### src/rtl/nib_seq_pkg.sv
// Shared definitions for the nibble-serial add/subtract sequencer.
package nib_seq_pkg;

    localparam int NIBBLE_W = 4;

    // Controller states; the encoding is also visible on the debug port.
    typedef enum logic [1:0] {
        IDLE = 2'd0,
        RUN  = 2'd1,
        DONE = 2'd2
    } state_t;

endpackage

### src/rtl/nibble_adder_cin.sv
// Combinational 4-bit ripple adder with carry-in. It also exposes the carry
// into bit 3 so the caller can form signed overflow on the MSB nibble.
module nibble_adder_cin
    import nib_seq_pkg::*;
(
    input  logic [NIBBLE_W-1:0] a,
    input  logic [NIBBLE_W-1:0] b,
    input  logic                cin,
    output logic [NIBBLE_W-1:0] s,
    output logic                c3,
    output logic                c4
);

    logic [NIBBLE_W:0] c;

    // Ripple the carry through the four bit positions.
    always_comb begin
        c    = '0;
        s    = '0;
        c[0] = cin;
        for (int i = 0; i < NIBBLE_W; i++) begin
            s[i]   = a[i] ^ b[i] ^ c[i];
            c[i+1] = (a[i] & b[i]) | (a[i] & c[i]) | (b[i] & c[i]);
        end
        c3 = c[NIBBLE_W-1];
        c4 = c[NIBBLE_W];
    end

endmodule

### src/rtl/nibble_add_sequencer.sv
// WIDTH-bit add/subtract built from one shared 4-bit adder slice, one nibble
// per cycle, LSB first. Requests arrive on in_valid/in_ready and results leave
// on out_valid/out_ready.
//
// Handshake: a transfer happens on a rising edge where valid and ready are both
// high; the producer must hold valid (and its data) until that edge, and ready
// may depend on state but never on the partner's valid.
module nibble_add_sequencer
    import nib_seq_pkg::*;
#(
    parameter int WIDTH = 16
) (
    input  logic             clk,
    input  logic             rst_n,
    input  logic             in_valid,
    output logic             in_ready,
    input  logic             op_sub,
    input  logic [WIDTH-1:0] a,
    input  logic [WIDTH-1:0] b,
    output logic             out_valid,
    input  logic             out_ready,
    output logic [WIDTH-1:0] sum,
    output logic             cout,
    output logic             ovf,
    output logic [1:0]       state_dbg
);

    localparam int NIB   = WIDTH / NIBBLE_W;
    localparam int IDX_W = (NIB > 1) ? $clog2(NIB) : 1;
    localparam logic [IDX_W-1:0] IDX_LAST = IDX_W'(NIB - 1);

    state_t             state_q, state_d;
    logic [IDX_W-1:0]   idx_q, idx_d;
    logic               carry_q, carry_d;
    logic [WIDTH-1:0]   a_q, a_d;
    logic [WIDTH-1:0]   b_q, b_d;
    logic [WIDTH-1:0]   sum_q, sum_d;
    logic               cout_q, cout_d;
    logic               ovf_q, ovf_d;

    logic [NIBBLE_W-1:0] nib_a, nib_b, nib_s;
    logic                nib_c3, nib_c4;

    // Select the operand nibbles for the current pass.
    always_comb begin
        nib_a = a_q[int'(idx_q)*NIBBLE_W +: NIBBLE_W];
        nib_b = b_q[int'(idx_q)*NIBBLE_W +: NIBBLE_W];
    end

    nibble_adder_cin u_adder (
        .a   (nib_a),
        .b   (nib_b),
        .cin (carry_q),
        .s   (nib_s),
        .c3  (nib_c3),
        .c4  (nib_c4)
    );

    // Next-state logic: accept in IDLE, one nibble per cycle in RUN, hold in DONE.
    always_comb begin
        state_d = state_q;
        idx_d   = idx_q;
        carry_d = carry_q;
        a_d     = a_q;
        b_d     = b_q;
        sum_d   = sum_q;
        cout_d  = cout_q;
        ovf_d   = ovf_q;
        case (state_q)
            IDLE: begin
                if (in_valid) begin
                    // Subtraction is a + ~b + 1: invert B now, seed the carry with 1.
                    a_d     = a;
                    b_d     = op_sub ? ~b : b;
                    carry_d = op_sub;
                    idx_d   = '0;
                    sum_d   = '0;
                    state_d = RUN;
                end
            end
            RUN: begin
                sum_d[int'(idx_q)*NIBBLE_W +: NIBBLE_W] = nib_s;
                carry_d = nib_c4;
                if (idx_q == IDX_LAST) begin
                    cout_d  = nib_c4;
                    ovf_d   = nib_c3 ^ nib_c4;
                    state_d = DONE;
                end else begin
                    idx_d = idx_q + IDX_W'(1);
                end
            end
            DONE: begin
                if (out_ready) begin
                    idx_d   = '0;
                    state_d = IDLE;
                end
            end
            default: state_d = IDLE;
        endcase
    end

    // State and datapath registers; reset discards any in-flight operation.
    always_ff @(posedge clk or negedge rst_n) begin
        if (!rst_n) begin
            state_q <= IDLE;
            idx_q   <= '0;
            carry_q <= 1'b0;
            a_q     <= '0;
            b_q     <= '0;
            sum_q   <= '0;
            cout_q  <= 1'b0;
            ovf_q   <= 1'b0;
        end else begin
            state_q <= state_d;
            idx_q   <= idx_d;
            carry_q <= carry_d;
            a_q     <= a_d;
            b_q     <= b_d;
            sum_q   <= sum_d;
            cout_q  <= cout_d;
            ovf_q   <= ovf_d;
        end
    end

    // Handshake flags and results come straight from the registers.
    always_comb begin
        in_ready  = (state_q == IDLE);
        out_valid = (state_q == DONE);
        sum       = sum_q;
        cout      = cout_q;
        ovf       = ovf_q;
        state_dbg = state_q;
    end

endmodule
### config.mk
export PLATFORM = sky130hd
export DESIGN_NAME = nibble_add_sequencer
export DESIGN_NICKNAME = d
export VERILOG_FILES = /design/src/rtl/nib_seq_pkg.sv /design/src/rtl/nibble_adder_cin.sv /design/src/rtl/nibble_add_sequencer.sv
export SDC_FILE = /design/constraint.sdc
export NUM_CORES = 1
export LEC_CHECK = 0
export BUFFER_PORTS_ARGS = -buffer_cell sky130_fd_sc_hd__buf_2
export CAP_MARGIN = 20
export CELL_PAD_IN_SITES_DETAIL_PLACEMENT = 1
export CELL_PAD_IN_SITES_GLOBAL_PLACEMENT = 1
export CORE_MARGIN = 2
export CORE_UTILIZATION = 46
export DETAILED_ROUTE_END_ITERATION = 12
export HOLD_SLACK_MARGIN = 0.08
export PLACE_DENSITY = 0.91
export SYNTH_ARGS = -nofsm -noshare
export SYNTH_HDL_FRONTEND = slang
export SYNTH_SLANG_ARGS = --single-unit
export TNS_END_PERCENT = 100
### constraint.sdc
create_clock -name clk -period 5.2 [get_ports clk]
set_input_delay 0.26 -clock clk [delete_from_list [all_inputs] [get_ports clk]]
set_output_delay 0.26 -clock clk [all_outputs]
set_load 0.02 [all_outputs]
# After elaboration in Yosys (flattened, before gate mapping)
# Index checks and enable logic that the tools add are counted.
# totals
out_inout_bits	22
regBits	55
word_cells	72
# classes
reduce_logical	8
n_addsub	2
n_bitwise	30
muxes	13
n_shift	4
n_eq_ne	7
# ops
op	count
$neg A4 Y33	1
$shift A4 B33 Y16 const A	1
$shiftx A4 B33 Y16	1
$mux W16	2
$pmux W16 S2	1
$shiftx A16 B5 Y4	2
$bwmux W16	1
$not A16 Y16	1
$and A1 B1 Y1	12
$pmux W2 S3	2
$mux W2	5
$xor A1 B1 Y1	9
$or A1 B1 Y1	8
$ne A2 B2 Y1 const B	3
$reduce_and A2 Y1	3
$eq A2 B2 Y1 const B	2
$reduce_and A4 Y1	1
$reduce_and A3 Y1	1
$reduce_bool A3 Y1	1
$add A2 B1 Y2 const B	1
$eq A2 B1 Y1 const B	1
$logic_not A2 Y1	1
$ne A2 B1 Y1 const B	1
$pmux W1 S2	1
other kinds (2)	2

# Depth between registers and ports, before layout
# Gate-level depths: netlist (run 1).
# depth
depth_word	14
ltp_mapped	11
ltp_nobuf	9

# Cells and area by module
# Synthesis (run 1) repeated with hierarchy kept, for this count alone.
# hier_totals
hier_cells	213
hier_area_um2	2671.3
# by_module_without_submodules
mod	seq_area_each_um2	instances	area_each_um2	cells_each
nibble_add_sequencer	1376.3	1	2553.7	199
nibble_adder_cin	0.0	1	117.6	14

# Least setup slack after synthesis (run 1)
# Ideal clock, no wire load.
# synth_path
path_kind	flip-flop to flip-flop
startpoint	register idx_q[0]
endpoint	register sum_q[11] (netlist: sum[11])
setup_time_ps	121
setup_slack_ps	2239
synth_period_minus_slack_ps	2961
stages_incl_launch_ff	11
arrival_ps	2840
cell_sequence	dfrtp_1 buf_2 buf_2 mux4_2 fa_1 inv_1 fa_1 fa_1 inv_1 fa_1 a22o_1
# synth_via
elab_chain_cells	14
elab_cells_between_ends	30
classes_between	add/sub (1); shift (4); mux (2); bitwise (23)
# synth_lines
element	line	text
start: declaration	nibble_add_sequencer.sv:33	logic [IDX_W-1:0] idx_q, idx_d;
start signal: assignment	nibble_add_sequencer.sv:115	idx_q <= idx_d;
$shiftx A16 B5 Y4 (on tied branches)	nibble_add_sequencer.sv:46, nibble_add_sequencer.sv:47	
$and A1 B1 Y1	nibble_adder_cin.sv:23	c[i+1] = (a[i] & b[i]) | (a[i] & c[i]) | (b[i] & c[i]);
$or A1 B1 Y1 (2 in series)	nibble_adder_cin.sv:23	
$and A1 B1 Y1	nibble_adder_cin.sv:23	
$or A1 B1 Y1 (2 in series)	nibble_adder_cin.sv:23	
$and A1 B1 Y1	nibble_adder_cin.sv:23	
$or A1 B1 Y1 (2 in series)	nibble_adder_cin.sv:23	
$xor A1 B1 Y1	nibble_adder_cin.sv:22	s[i] = a[i] ^ b[i] ^ c[i];
$shiftx A4 B33 Y16	nibble_add_sequencer.sv:82	sum_d[int'(idx_q)*NIBBLE_W +: NIBBLE_W] = nib_s;
$bwmux W16 (*)	nibble_add_sequencer.sv:82	
$pmux W16 S2 (*)	nibble_add_sequencer.sv:69	case (state_q)
end signal: assignment	nibble_add_sequencer.sv:119	sum_q <= sum_d;
end: declaration	nibble_add_sequencer.sv:37	logic [WIDTH-1:0] sum_q, sum_d;
# Mark *: on every way between the ends. The rest lies on a longest branch, timed or not.
# A chain may end at the register's enable or synchronous reset.

# Worst setup path in the final report (run 1)
# Same ends and word-level chain as after synthesis.

==> flow_summary.json, run 1 <==
{
  "core_area_um2": 5540,
  "first_iter_violations": 103,
  "antenna_found_initial": 0,
  "synth_top_family_by_area": "multiplexers",
  "grt-ovfl-total": 0,
  "worstHoldPathType": "input port to asynchronous set/reset pin",
  "tightest_slew_ns": 0.7821,
  "cts_tree": "built",
  "cellPowerDensity_nw_per_um2": 684.2,
  "netlist_area_um2": 2655,
  "grt_first_pass_wirelength_um": 10090,
  "fin_util_pct": 55.83,
  "n_antenna_cell": 0,
  "status": "completed",
  "rrSetupSlack_ns": 1.90,
  "crit_path_frequent_cell": "fa_1",
  "cts_buffer_depth": 2,
  "grt_max_degree": 56,
  "synth.net_count": 260,
  "drv_cap": 0,
  "die_area_um2": 6395,
  "vias": 1844,
  "dieHeight_um": 79.97,
  "synth_top_flop_cell": "dfrtp_1",
  "relSlewSlack_pct": 47.86,
  "insertion_delay_ns": 0.32,
  "cp_slowest_cell": "dfrtp_1",
  "fin_nets": 314,
  "rows": 27,
  "arrival_ns": 3.51,
  "path_cells": "mux4_2, fa_1, inv_1, fa_1, fa_1, inv_1, fa_1, a22o_1",
  "cp-end-kind": "flip-flop",
  "start_util_pct": 47.92,
  "wl_per_cell_um": 17.75,
  "hpwl_um": 4466,
  "fmax_ghz": 0.3033,
  "final.setup.worst_slack_ns": 1.903,
  "leakagePower_uw": 0.001428,
  "place_ws_ns": 1.877,
  "synth_compound_area_share_pct": 11.55,
  "cpPeakStageDelay_ns": 0.86,
  "skew_ns": 0.009873,
  "cts_buffers": 5,
  "rsz0062_at_grt": "no",
  "first_pass_iters": 4,
  "wl_um": 6072,
  "drt_drc_violations_left": 0,
  "grt_pass1_vias": 2006,
  "synthToLayoutAreaGrowth_pct": 16.49,
  "yosysWarnings": 0,
  "gp_congestion": 0.7673,
  "cp-start-kind": "flip-flop",
  "required_ns": 5.41,
  "grt_usage_pct": 20.77,
  "synth_xor_area_share_pct": 5.608,
  "syn_inst": 215,
  "setup-violations-final": 0,
  "root_buffer": "clkbuf_8",
  "syn_avg_cell_area_um2": 12.35,
  "finalSetupTns_ns": 0,
  "synthAdderAreaFrac_pct": 4.901,
  "drt-vias-per-instance": 5.392,
  "numClockSinks": 55,
  "layout_min_cycle_time_ns": 3.297,
  "critPathMaxFanout": 17,
  "hold_viol": 0,
  "drive_gt1_share_pct": 32.96,
  "cts_setup_buffers": 0,
  "htree_levels": 2,
  "fin_crit_sh_pct": 63.40,
  "cts-resized-gates": 0,
  "vdd_ir_drop_max_mv": 0.3269,
  "ys_types": 33,
  "pin_count": 59,
  "synthMuxAreaShare_pct": 14.37,
  "fp.dieW_um": 79.97,
  "synth_seq_area_share_pct": 51.84,
  "clk_pin_slew_ns": 0.10,
  "io_buffers": 58,
  "totalPowerFinal_uw": 2116,
  "synth-edff-count": 0,
  "synthSimpleGateAreaFrac_pct": 8.011,
  "ant_nets": 0,
  "cts_hold_buffers": 0,
  "async_reset_ff_share_pct": 100.0,
  "ys_ff_latch": 55,
  "slew_violations": 0,
  "crit_type": "flip-flop to flip-flop"
}
-- flip-flops by register name, indices dropped and copies added, names as in the netlist --
name and cells:
a_q 16, b_q 16, carry_q 1, cout 1, idx_q 2, ovf 1
state_dbg 2, sum 16
-- layout by cell type (no fill, tap or decap), drive strengths merged, types with 5 or more instances in the layout --
cell / netlist / final
o2bb2ai: 9 / 9
a22o: 8 / 8
a21oi: 18 / 18
nand2: 6 / 6
mux4: 8 / 8
dfrtp: 55 / 55
mux2: 17 / 17
nor2: 19 / 19
xnor2: 16 / 16
clkbuf: 2 / 5
inv: 10 / 11
buf: 11 / 60
-- synthesized netlist by cell type, types with 6 or more instances --
cell type / count / area (um^2)
dfrtp_1: 55 / 1376
nor2_1: 19 / 71.32
a21oi_1: 18 / 90.09
xnor2_1: 16 / 140.1
buf_2: 10 / 50.05
inv_1: 10 / 37.54
mux2_2: 10 / 112.6
o2bb2ai_1: 9 / 78.83
a22o_1: 8 / 70.07
mux4_2: 8 / 180.2
mux2_1: 7 / 78.83
nand2_1: 6 / 22.52
-- report_power, final --
group	switching [uW]	leakage (uW)	internal, uW
Clock	154	0.0000502	100
Combinational	585	0.000709	482
Sequential	179	0.000669	616
Total	918	0.00143	1200
-- kinds of logic after synthesis --
| logic type | count (synthesis) |
|---|---|
| XOR/XNOR | 17 |
| AND/OR/NAND/NOR | 41 |
| buffers and inverters | 23 |
| adder cells (fa/ha/maj) | 8 |
| AO/OA/AOI/OAI | 45 |
| multiplexers | 26 |
| flip-flops | 55 |
-- per-layer routing --
layer  track usage [%]  part of all wire [%]
met1             23.99                    40
met3             3.733                   3.3
met2             39.58                    56
met5                 0                     0
met4             4.576                  0.87
-- critical path: cells and delay by family (launching register included) --
family | cells | cell delay [ns]
fa+ha+maj | 4 | 1.32
flops | 1 | 0.86
mux | 1 | 0.61
compound gates | 1 | 0.24
buf+inv | 2 | 0.17
-- per-stage QoR --
step / hold slack, ns / cells / instance area [um^2]
finish: 0.05822 / 342 / 3093
global route: 0.1041 / 342 / 3093
CTS: 0.08500 / 342 / 3093
detailed placement: 0.4388 / 334 / 2995
global placement: 0.4199 / 334 / 2995
floorplan: -0.03559 / 215 / 2655
-- path summary, 6_finish.rpt --
path	start	to	cells past startpoint
worst min-delay path	rst_n	sum[4]	2
min in group clk	out_ready	state_dbg[1]	2
max in group asynchronous	rst_n	sum[0]	2
worst max-delay path	idx_q[0]	sum[11]	8
worst max register to register	idx_q[0]	sum[11]	8
worst min register to register	sum[9]	sum[9]	1
-- layout make-up --
type / count / area, um^2
timing repair buffer: 60 / 305.3
multi-input combinational: 137 / 1186
clock inverter: 3 / 28.78
clock buffer: 5 / 68.82
tap: 72 / 90.09
inverter: 10 / 37.54
fill: 607 / 2447
sequential: 55 / 1376
Note: power is estimated with default switching activity, not from simulation.
==> inputs of run 2 (changes only) <==
CORE_UTILIZATION = 38   (was 46)
PLACE_DENSITY = 0.82   (was 0.91)
clock period = 2.9 ns   (was 5.2 ns; I/O delays follow)
==> flow_summary.json, run 2 (synthesis results as in run 1) <==
{
  "vias": 1978,
  "cellPowerDensity_nw_per_um2": 1203,
  "numClockSinks": 55,
  "cts_buffer_depth": 2,
  "finalSetupTns_ns": 0,
  "grt_first_pass_wirelength_um": 11360,
  "synthToLayoutAreaGrowth_pct": 25.59,
  "core_area_um2": 6794,
  "required_ns": 3.12,
  "ant_nets": 0,
  "rsz0062_at_grt": "no",
  "status": "completed",
  "insertion_delay_ns": 0.32,
  "top_layer_used": "met4",
  "io_buffers": 58,
  "fin_crit_sh_pct": 97.28,
  "layout_commonest_cell": "buf_2",
  "cpPeakStageDelay_ns": 0.57,
  "relSlewSlack_pct": 37.53,
  "wl_per_cell_um": 18.36,
  "cp_slowest_cell": "mux4_2",
  "root_buffer": "clkbuf_8",
  "path_cells": "mux4_2, fa_1, inv_1, fa_1, fa_2, inv_1, fa_2, a22o_1",
  "cts_buffers": 5,
  "clk_pin_slew_ns": 0.10,
  "vdd_ir_drop_max_mv": 0.4961,
  "first_pass_iters": 4,
  "instances_no_fill": 389,
  "crit_type": "flip-flop to flip-flop",
  "critPathMaxFanout": 5,
  "cts_tree": "built",
  "routed-wl-met3_um": 272,
  "layout_min_cycle_time_ns": 2.821,
  "slew_violations": 0,
  "first_iter_violations": 76,
  "drt-vias-per-instance": 5.085,
  "skew_ns": 0.01126,
  "htree_levels": 2,
  "grt_usage_pct": 19.98,
  "register_area_um2": 1378,
  "most-common-layout-cells": "58 x buf_2, 54 x dfrtp_1, 19 x nor2_1",
  "n_antenna_cell": 0,
  "arrival_ns": 3.04,
  "fin_util_pct": 49.08,
  "multi_input_area_um2": 1191,
  "cp-end-kind": "flip-flop",
  "grt_pass1_vias": 2132,
  "grt-ovfl-total": 0,
  "drive_gt1_share_pct": 32.76,
  "drt_drc_violations_left": 0,
  "die_area_um2": 7672,
  "worstHoldPathType": "input port to flip-flop",
  "pin_count": 59,
  "rows": 30,
  "start_util_pct": 39.08,
  "setup-violations-final": 0,
  "fillCellCount": 740,
  "dieHeight_um": 87.59,
  "tightest_slew_ns": 0.9360,
  "placed_cells": 362,
  "grt_max_degree": 30,
  "fin_nets": 337,
  "gp_congestion": 0.7933,
  "wl_um": 7143,
  "leakagePower_uw": 0.001517,
  "drt-met1-wl_um": 2958,
  "hpwl_um": 4836,
  "antenna_found_initial": 0,
  "totalPowerFinal_uw": 4013,
  "fp.dieW_um": 87.59,
  "fmax_ghz": 0.3545,
  "hold_viol": 0,
  "cp-start-kind": "flip-flop",
  "drv_cap": 0,
  "met2_length_um": 3698
}
## run 2: changes by cell type in the layout (fill, tap and decap cells not counted), sizes merged
cell         previous run  this run
clkinvlp                0         1
clkbuf                  5         6
clkinv                  2         1
buf                    60        65
inv                    11        10
dlygate4sd3             0        18
## run 2: metal layers
metal	track usage [%]	up-vias
met4	7.692	0
met1	24.31	994
met3	3.864	15
met2	35.06	57
met5	0	-
li1	-	912
## run 2: critical path, delay by kind of cell, from the launching register on
| kind | cells | cell delay, ns |
|---|---|---|
| compound gates | 1 | 0.23 |
| fa+ha+maj | 4 | 1.31 |
| buf+inv | 2 | 0.16 |
| flops | 1 | 0.45 |
| mux | 1 | 0.57 |
## run 2: through the flow
stage | cell area [um^2] | hold slack, ns | setup WS (ns)
finish | 3334 | 0.1095 | 0.07900
global route | 3334 | 0.1131 | 0.01476
CTS | 3321 | 0.09752 | 0.0006029
detailed placement | 3055 | 0.2227 | 0.001905
global placement | 3055 | 0.2061 | 0.1399
floorplan | 2658 | -0.1506 | 0.002285
## run 2: where the power goes
group	total [uW]	internal (uW)	switching (uW)	leakage [uW]
logic	2190	962	1230	0.000808
registers	1400	1110	294	0.000668
clock network	422	170	252	0.0000412
total	4010	2240	1770	0.00152
## run 2: final cells by class
cell class | count | share of cell area (%)
clock inverters | 2 | 0.3752
repair buffers | 83 | 15.68
inverters | 10 | 1.126
multi-input cells | 137 | 35.72
clock buffers | 6 | 2.176
well taps | 96 | 3.602
flip-flops and latches | 55 | 41.31
## run 2: path summary, 6_finish.rpt
check / slack, ns / endpoint / cells after the start / from
worst max-delay path: 0.08 / sum[7] / 8 / idx_q[0]
worst min-delay path: 0.11 / b_q[10] / 3 / b[10]
worst max register to register: 0.08 / sum[7] / 8 / idx_q[0]
min in group asynchronous: 0.40 / b_q[3] / 2 / rst_n
worst min register to register: 0.49 / sum[6] / 1 / sum[6]
max in group asynchronous: 1.70 / idx_q[1] / 3 / rst_n
## run 2: repair_timing
action | CTS | global route
endpoints found under the hold margin | 45 | 0
hold buffers | 18 | 0
resized for setup | 0 | 3
buffers inserted | 0 | 1
setup endpoints to repair | 0 | 7
==> inputs of run 3 (changes only) <==
CELL_PAD_IN_SITES_DETAIL_PLACEMENT = default   (was 1)
CELL_PAD_IN_SITES_GLOBAL_PLACEMENT = default   (was 1)
CORE_UTILIZATION = 48   (was 38)
==> flow_summary.json, run 3 (synthesis results as in run 1) <==
{
  "totalPowerFinal_uw": 3744,
  "layout_commonest_cell": "buf_2",
  "setup-violations-final": 0,
  "relSlewSlack_pct": 55.60,
  "cts_tree": "built",
  "fin_crit_sh_pct": 95.12,
  "cts_buffers": 5,
  "drt-vias-per-instance": 5.289,
  "drt_drc_violations_left": 0,
  "pin_count": 59,
  "cp-end-kind": "flip-flop",
  "fmax_ghz": 0.3625,
  "required_ns": 3.10,
  "wl_um": 5306,
  "first_pass_iters": 4,
  "ant_nets": 0,
  "hold_viol": 0,
  "critPathMaxFanout": 14,
  "numClockSinks": 55,
  "root_buffer": "clkbuf_8",
  "vias": 1904,
  "skew_ns": 0.008189,
  "drv_cap": 0,
  "grt_first_pass_wirelength_um": 9480,
  "antenna_found_initial": 0,
  "hpwl_um": 3921,
  "most-common-layout-cells": "58 x buf_2, 54 x dfrtp_1, 19 x nor2_1",
  "fillCellCount": 440,
  "crit_type": "flip-flop to flip-flop",
  "status": "completed",
  "rsz0062_at_grt": "no",
  "wl_per_cell_um": 14.74,
  "cts_buffer_depth": 2,
  "leakagePower_uw": 0.001505,
  "clk_pin_slew_ns": 0.08,
  "cellPowerDensity_nw_per_um2": 1144,
  "arrival_ns": 2.96,
  "dieHeight_um": 78.38,
  "layout_min_cycle_time_ns": 2.758,
  "grt_pass1_vias": 1983,
  "fp.dieW_um": 78.38,
  "critical_path.top_delay_family": "adder cells",
  "core_area_um2": 5439,
  "rows": 27,
  "grt-ovfl-total": 0,
  "fin_nets": 332,
  "synthToLayoutAreaGrowth_pct": 23.23,
  "worstHoldPathType": "input port to flip-flop",
  "drive_gt1_share_pct": 31.60,
  "tightest_slew_ns": 0.6661,
  "start_util_pct": 48.82,
  "grt_usage_pct": 20.04,
  "insertion_delay_ns": 0.31,
  "cts_setup_buffers": 0,
  "grt_max_degree": 56,
  "crit_path_frequent_cell": "fa_1",
  "crit_buf_inv": 3,
  "htree_levels": 2,
  "first_iter_violations": 177,
  "cp_slowest_cell": "fa_1",
  "cp-start-kind": "flip-flop",
  "gp_congestion": 0.8197,
  "slew_violations": 0,
  "cpPeakStageDelay_ns": 0.47,
  "die_area_um2": 6143,
  "finalSetupTns_ns": 0,
  "vdd_ir_drop_max_mv": 0.7629,
  "n_antenna_cell": 0,
  "path_cells": "buf_4, mux4_2, inv_1, fa_1, fa_1, inv_1, fa_1, a22o_1",
  "io_buffers": 58
}
## run 3: cell count changes in the layout (fill, tap and decap cells not counted), sizes merged
cell         change
clkinv           -1
buf              -3
dlygate4sd3      -2
clkinvlp         -1
clkbuf           +2
## run 3: repair_timing
item / in CTS / in global routing
endpoints found under the setup margin: 0 / 6
hold buffers: 16 / 0
gates resized for setup: 0 / 1
endpoints found under the hold margin: 70 / 0
## run 3: final timing paths
| kind | startpoint | endpoint | slack, ns | cells past startpoint |
|---|---|---|---|---|
| max | idx_q[0] | sum[15] | 0.14 | 8 |
| min | a[12] | a_q[12] | 0.08 | 2 |
| max reg2reg | idx_q[0] | sum[15] | 0.14 | 8 |
| min reg2reg | sum[13] | sum[13] | 0.49 | 1 |
| max in group asynchronous | rst_n | idx_q[0] | 1.94 | 3 |
| min in group asynchronous | rst_n | sum[1] | 0.48 | 3 |
## run 3: worst reg2reg max path: cells and delay by family, from the launching register on
| kind | cells | cell delay [ns] |
|---|---|---|
| mux | 1 | 0.34 |
| compound gates | 1 | 0.23 |
| buf+inv | 3 | 0.35 |
| flops | 1 | 0.45 |
| fa+ha+maj | 3 | 1.29 |
## run 3: where the power goes
part	internal [uW]	total (uW)	switching, uW	leakage (uW)
registers	1110	1370	264	0.000668
clock network	218	449	231	0.0000515
logic	883	1920	1040	0.000786
total	2210	3740	1530	0.00151
## run 3: final cells by class
type | count | area, um^2 | share of cell area (%)
sequential | 55 | 1378 | 42.10
multi-input combinational | 137 | 1186 | 36.25
timing repair buffer | 78 | 480.5 | 14.68
clock buffer | 8 | 100.1 | 3.059
tap | 72 | 90.09 | 2.753
inverter | 10 | 37.54 | 1.147
## run 3: layer usage
metal,GRT usage [%],share of wire (%)
met1,26.78,42
met2,32.16,49
met3,3.908,6.1
met4,8.596,2.7
met5,0,0
## run 3: through the flow
step	utilization [%]	worst slack (ns)	hold WS, ns	std cells	cell area, um^2
2_1_floorplan	-	0.002285	-0.1506	215	2658
3_3_place_gp	55.35	0.1835	0.3028	336	3010
3_5_place_dp	55.35	0.1172	0.3048	336	3010
4_1_cts	60.13	0.09355	0.08752	360	3271
5_1_grt	60.16	0.0005531	0.08941	360	3272
6_report	60.16	0.1416	0.07756	360	3272
